**config.mk**
```make
export PLATFORM = sky130hd
export DESIGN_NAME = neuron_scheduler
export DESIGN_NICKNAME = d
export VERILOG_FILES = /design/src/rtl/neuron_scheduler.sv
export SDC_FILE = /design/constraint.sdc
export NUM_CORES = 1
export LEC_CHECK = 0
export ABC_AREA = 1
export BUFFER_PORTS_ARGS = -buffer_cell sky130_fd_sc_hd__buf_4
export CAP_MARGIN = 25
export CORE_MARGIN = 4
export CORE_UTILIZATION = 45
export CTS_CLUSTER_DIAMETER = 80
export DETAILED_ROUTE_END_ITERATION = 7
export GPL_TIMING_DRIVEN = 0
export RECOVER_POWER = 100
export SYNTH_ARGS = -nofsm -noshare
export SYNTH_HDL_FRONTEND = slang
export SYNTH_SLANG_ARGS = --single-unit
```
**constraint.sdc**
```tcl
create_clock -name clk -period 4.78 [get_ports clk]
set_input_delay 0 -clock clk [delete_from_list [all_inputs] [get_ports clk]]
set_output_delay 0 -clock clk [all_outputs]
set_load 0.02 [all_outputs]
```
**src/rtl/neuron_scheduler.sv**
```systemverilog
// Four-neuron integrate-and-fire scheduler with a round-robin spike output port.
// A slot pointer visits one neuron per cycle while run is high. Each visit either
// increments the neuron's counter or fires it: the counter clears and a pending
// spike is recorded. An IDLE/SEND arbiter drains pending spikes one at a time
// through a valid/ready handshake.
module neuron_scheduler #(
  parameter logic [2:0] THRESH_DEFAULT = 3'd4
) (
  input  logic       clk,
  input  logic       reset,
  input  logic       run,
  input  logic       cfg_we,
  input  logic [1:0] cfg_addr,
  input  logic [2:0] cfg_thresh,
  input  logic       spike_ready,
  output logic       spike_valid,
  output logic [1:0] spike_id,
  output logic [1:0] slot,
  output logic       overflow
);

  typedef enum logic {IDLE, SEND} state_t;

  logic [2:0] count  [4];
  logic [2:0] thresh [4];
  logic [3:0] pending;
  logic [1:0] last_grant;
  state_t     state;

  logic       visit_blocked;
  logic       fire;
  logic       grant_valid;
  logic [1:0] grant_idx;
  logic [1:0] cand;

  // A configuration write to the visited neuron wins over the visit itself.
  always_comb begin
    visit_blocked = cfg_we && (cfg_addr == slot);
    fire          = run && !visit_blocked && (count[slot] >= thresh[slot]);
  end

  // Round-robin search starting one past the last granted neuron (only in IDLE).
  always_comb begin
    grant_valid = 1'b0;
    grant_idx   = last_grant;
    cand        = last_grant;
    if (state == IDLE) begin
      for (int k = 1; k <= 4; k++) begin
        cand = last_grant + 2'(k);
        if (!grant_valid && pending[cand]) begin
          grant_valid = 1'b1;
          grant_idx   = cand;
        end
      end
    end
  end

  // Neuron state: slot pointer, counters, thresholds, pending bits and overflow.
  always_ff @(posedge clk) begin
    if (reset) begin
      for (int i = 0; i < 4; i++) begin
        count[i]  <= 3'd0;
        thresh[i] <= THRESH_DEFAULT;
      end
      pending  <= 4'b0000;
      slot     <= 2'd0;
      overflow <= 1'b0;
    end else begin
      if (run) begin
        slot <= slot + 2'd1;
        if (!visit_blocked) begin
          if (fire) count[slot] <= 3'd0;
          else      count[slot] <= count[slot] + 3'd1;
        end
      end
      if (cfg_we) begin
        thresh[cfg_addr] <= cfg_thresh;
        count[cfg_addr]  <= 3'd0;
      end
      // A fire landing on a still-pending neuron loses its event, unless that
      // same bit is being granted right now, in which case it simply re-arms.
      if (fire && pending[slot] && !(grant_valid && grant_idx == slot))
        overflow <= 1'b1;
      for (int i = 0; i < 4; i++) begin
        if (fire && slot == 2'(i))
          pending[i] <= 1'b1;
        else if (grant_valid && grant_idx == 2'(i))
          pending[i] <= 1'b0;
      end
    end
  end

  // Output arbiter FSM: grant in IDLE, hold the offer in SEND until accepted.
  always_ff @(posedge clk) begin
    if (reset) begin
      state       <= IDLE;
      last_grant  <= 2'd3;
      spike_valid <= 1'b0;
      spike_id    <= 2'd0;
    end else begin
      case (state)
        IDLE: begin
          if (grant_valid) begin
            spike_id    <= grant_idx;
            spike_valid <= 1'b1;
            last_grant  <= grant_idx;
            state       <= SEND;
          end
        end
        SEND: begin
          if (spike_ready) begin
            spike_valid <= 1'b0;
            state       <= IDLE;
          end
        end
        default: state <= IDLE;
      endcase
    end
  end

endmodule

```
== Word-level counts from Yosys, hierarchy flattened ==
Memories as Yosys holds them, arrays and structs flattened. A register that Yosys moved wholly into a read port is not among the register bits.
Index checks and enable logic that the tools add are counted.

* Memories kept: 2
* Latch bits: 0
* Output and inout bits: 6
* Memory bits (read-only): 0
* Bits in writable memories: 24
* Bits in registers: 13
* Bits of input ports: 10
* Word-level logic and storage cells: 134

* Order comparisons: 6
* Multipliers: 0
* Add/subtract/negate cells: 5
* Eq/ne operators: 10
* Reduce and logical (&&, ||, !) cells: 33
* Shifts and indexed selects: 0
* Multiplexer cells: 66
* Bitwise logic cells: 2
* Divide/modulo/power cells: 0

{| class="wikitable"
|+ Memory list
! name !! words !! bits a word !! rd ports !! clocked after Yosys merged registers in !! write ports !! line !! source
|-
| count || 4 || 3 || 1 || 1 || 4 || 24 || <nowiki>logic [2:0] count [4];</nowiki>
|-
| thresh || 4 || 3 || 1 || 1 || 4 || 25 || <nowiki>logic [2:0] thresh [4];</nowiki>
|}

{| class="wikitable"
|+ Operators with widths
! kind !! number
|-
| 2-to-1 mux 1 bit || 43
|-
| 2-to-1 mux 2 bit || 12
|-
| logical AND 1 bit || 17
|-
| < comparator 2 x 3 -> 1 bit (second input constant) || 5
|-
| 2-to-1 mux 3 bit || 4
|-
| binary-select mux 1 bit (select 2 bit) || 5
|-
| OR reduction 3 bit || 3
|-
| equality test 2 bit (second input constant) || 4
|-
| nonzero test 2 bit || 4
|-
| logical NOT 1 bit || 5
|-
| adder 2 x 1 -> 2 bit (second input constant) || 2
|-
| adder 2 bit (second input constant) || 2
|-
| equality test 2 x 1 -> 1 bit (second input constant) || 2
|-
| equality test 2 bit || 2
|-
| logical NOT 2 bit || 2
|-
| inequality test 2 bit (second input constant) || 2
|-
| one-hot mux 1 bit (2 select lines) || 2
|-
| AND reduction 2 bit || 2
|-
| adder 3 x 1 -> 3 bit (second input constant) || 1
|-
| greater-or-equal comparator 3 bit || 1
|-
| inverter 1 bit || 1
|-
| OR 1 bit || 1
|}

== Longest topological paths before layout ==
* Depth in word-level cells: 21
* Gate-level depth with buffers: 18
* Depth with buffers taken out: 17

== Least setup slack after synthesis ==
Ideal clock, no wire load.

* Path type: register -> register
* Start: register with a tool-made name
* End: memory count[0][2]
* Stages on the path, launching flop included: 13
* Period minus slack after synthesis: 2154 ps
* Path buffers: 1
* Setup slack: 2626 ps
* Data arrival time: 2084 ps
* Required time: 4710 ps
* Setup time: 70 ps
* Cells stage by stage: dfxtp_1 inv_1 clkbuf_1 nand2_1 a32o_1 ha_1 a21oi_1 o21ai_0 a31oi_1 nand2_1 nor2_1 nand2_1 a21oi_1

{| class="wikitable"
|+ RTL lines
! what !! line
|-
| to (decl) || 24
|}

==> summary by stage <==
Detailed routing
The average routed wire per standard cell is 12.7 um. The antenna violation net count after detailed routing is 0. The average vias per placed instance is about 5. The detailed-route wire length is between 5 and 6 mm. The routed layout has 1,980 vias.

The first TritonRoute pass finished after 4 iterations. The number of violations reported at the end of detailed-routing iteration 0 is 72. For this run, design rule violations remaining after detail routing come to 0.

Die
The initial core utilization is 46.8%. The initialized floorplan defines 25 standard-cell rows. The count of pins on the block boundary is 16. In this run the standard cell core region covers 4750 um^2.

The horizontal extent of the die is 78.3 um. The area of the die is between 6000 and 7000 um^2. The y dimension of the die is approximately 80 um.

Worst setup path
The worst setup path is launched from a register. The required arrival time at the worst endpoint is roughly 5000 ps. The arrival time at the worst endpoint is 2890 ps. The worst setup path category is reg2reg.

The critical path capture point type is a register. The top fanout value on the critical path is 10. The critical-path cell with the highest stage delay is dfxtp_1.

The cell that appears most often on the critical path is nand2_1. The worst-case reg-to-reg path depth is 11. The delay contributed by the slowest stage of the critical path is 410 ps. Walking the worst path, the cells encountered are clkbuf_1 -> nand2_1 -> a32o_1 -> ha_1 -> a21oi_1 -> o21ai_0 -> a31oi_1 -> nand2_1 -> nor2_1 -> nand2_1 -> a21oi_1.

STA
The final-report hold violation count is 0. Static timing analysis puts the maximum clock frequency at approximately 380 MHz. Clock skew on the completed layout was measured at around 6.0 ps. Setup violations remaining at the end of the flow were counted as 0. The number of pins exceeding their max-slew limit in the final report was 0.

The worst path needs ~2700 ps of the cycle, external delays included. After layout, the worst path uses 55.8% of the clock period. Setup repair after global routing left no endpoint under its margin. The total negative slack for setup checks is 0 ps.

The relative slew slack is 60.3%. For the pin with the worst max-slew slack, the measured transition is 589 ps.

CTS
The H-tree was split into 2 levels. The register clock-pin slew on the reported worst setup and hold paths is 80 ps. The clock tree root buffer cell is clkbuf_8. The clock net in this run drives a total of 39 sinks.

Buffers inserted during clock tree synthesis total 5. TritonCTS built the clock tree. No sink is reached through more buffers than the 2 on the longest clock path. The count of cells resized by post-cts repair is 0. The later pin in the worst-skew pair is clocked with a latency of 290 ps.

Global route
Entering global routing, the biggest net connects 13 pins. For this run, the total global-route usage over all layers was measured as around 18%. The first global-routing pass estimated 8.49 mm of wire.

The initial antenna violation count came to 0. The via count of the first global-routing pass is 1,795. The overflow left after global routing is 0.

Power
The post-layout total power is 0.00101 W. The worst-case IR drop observed on VDD is between 0.15 and 0.2 mV. Summed over all cells, the static leakage comes to 1.06 nW. Power spread over the standard cell area amounts to between 400 and 500 nW/um^2.

Yosys
In this run the mean area of a mapped cell was 7.20 um^2. The number of warnings issued by yosys is 0. Synthesis inferred 39 register bits.

The netlist area before placement is 2220 um^2. In the synthesized netlist the dominant register cell turns out to be dfxtp_1. The count of different cell masters after synthesis is 33. Counting flops with a built-in enable in the synthesized netlist gives 12. The number of nets handed over by synthesis was 327. The post-synthesis async set-or-reset flop share is 0%. In the synthesized netlist, the number of instances is 309. The part of the Yosys area used for sequential elements is between 40% and 50%.

Placement
The placed wire-length estimate is between 3 and 4 mm. The number of I/O port buffers is 14. Routability-driven placement finished with a final weighted congestion of 0.844. The cell area after placement is 2410 um^2.

Layout
The finished cells cover 2470 um^2. In the final design database the tool counted around 350 nets. Of the cells placed in the final design, the portion with a size suffix greater than 1 is between 10% and 20%. The top cell types in the final layout, fill and taps aside, are 98 x nand2_1, 33 x nor2_1, 30 x inv_1, 27 x dfxtp_1, 26 x a21oi_1.

The number of inserted diodes is 0. Compared with the post-synthesis result, the final layout area differs by 11.0%. The most frequent standard cell in the layout excluding fill and tap cells is nand2_1.

Hold path
The min-delay analysis places its worst path in the category in2reg. The worst min-delay path startpoint is run. The hold-critical path depth is 3.

Run status
The run finished with clean final reports.

Run
The tool flagged a number of max-cap violations equal to 0.
critical path: cells and delay by family, from the launching register on:
kind                     cells  cell delay [ps]
AO/OA/AOI/OAI                5              880
adder cells (fa/ha/maj)      1              300
buffers and inverters        1              390
flip-flops                   1              410
AND/OR/NAND/NOR              4              610
power by group:
group	switching [W]	total, W	leakage (nW)	internal, W
Combinational	0.000264	0.000392	0.684	0.000127
Clock	0.000116	0.000218	0.0428	0.000102
Sequential	0.0000264	0.000404	0.338	0.000377
Total	0.000406	0.00101	1.06	0.000607
cells in the mapped netlist, types with 4 or more instances:
cell type | count | share of area [%]
edfxtp_1 | 12 | 16
a21oi_1 | 25 | 5.6
o21ai_0 | 11 | 2.5
nand2_2 | 11 | 3.1
nor2_1 | 33 | 5.6
inv_2 | 5 | 0.84
o21ai_1 | 5 | 1.1
nand3_1 | 16 | 3.6
ha_1 | 8 | 4.5
nand2_4 | 4 | 2.0
dfxtp_1 | 27 | 24
clkbuf_1 | 4 | 0.67
inv_1 | 29 | 4.9
nand2_1 | 93 | 16
flip-flops by register name (all words and copies together) (netlist names), named ones only:
register and cells:
pending 4, state 1, count 12, last_grant 2, spike_valid 1, spike_id 2
overflow 1, slot 2, thresh 12
worst paths after layout:
path	to	slack, ps
worst max register to register	count[1][0]	2110
worst max-delay path	count[1][0]	2110
worst min register to register	count[2][2]	460
worst min-delay path	slot[1]	10
timing repair:
action | in CTS | in global routing
hold buffers | 1 | 0
endpoints found under the hold margin | 2 | 0
setup buffers | 0 | 0
per-stage QoR:
step	utilization (%)	instances	hold slack, ps	setup slack [ps]
2_1_floorplan	-	309	99.1	2630
5_1_grt	51.9	399	20.4	1870
3_3_place_gp	50.8	390	198	2110
4_1_cts	52.8	399	2.88	2070
3_5_place_dp	50.8	390	209	2100
6_report	51.9	399	10.7	2110
layer usage:
layer,vias to the layer above,global-route usage (%),wire length (um)
met5,-,0,0
met4,0,5.42,73
met3,8,3.21,166
met2,37,26.0,2150
met1,895,25.8,2660
li1,1040,-,-
layout make-up:
class,instances,area (um^2)
clock inverter,2,12.5
clock buffer,6,72.6
fill,495,2290
sequential,39,901
buffer,6,30.0
multi-input combinational,227,1130
timing repair buffer,15,92.6
tap,67,83.8
inverter,37,141
cells by family after synthesis:
group,synth area share (%)
simple gates,32.6
compound gates,13.8
buf+inv,7.76
flops,40.5
fa+ha+maj,4.50
xor+xnor,0.788
Note: power is estimated with default switching activity, not from simulation.
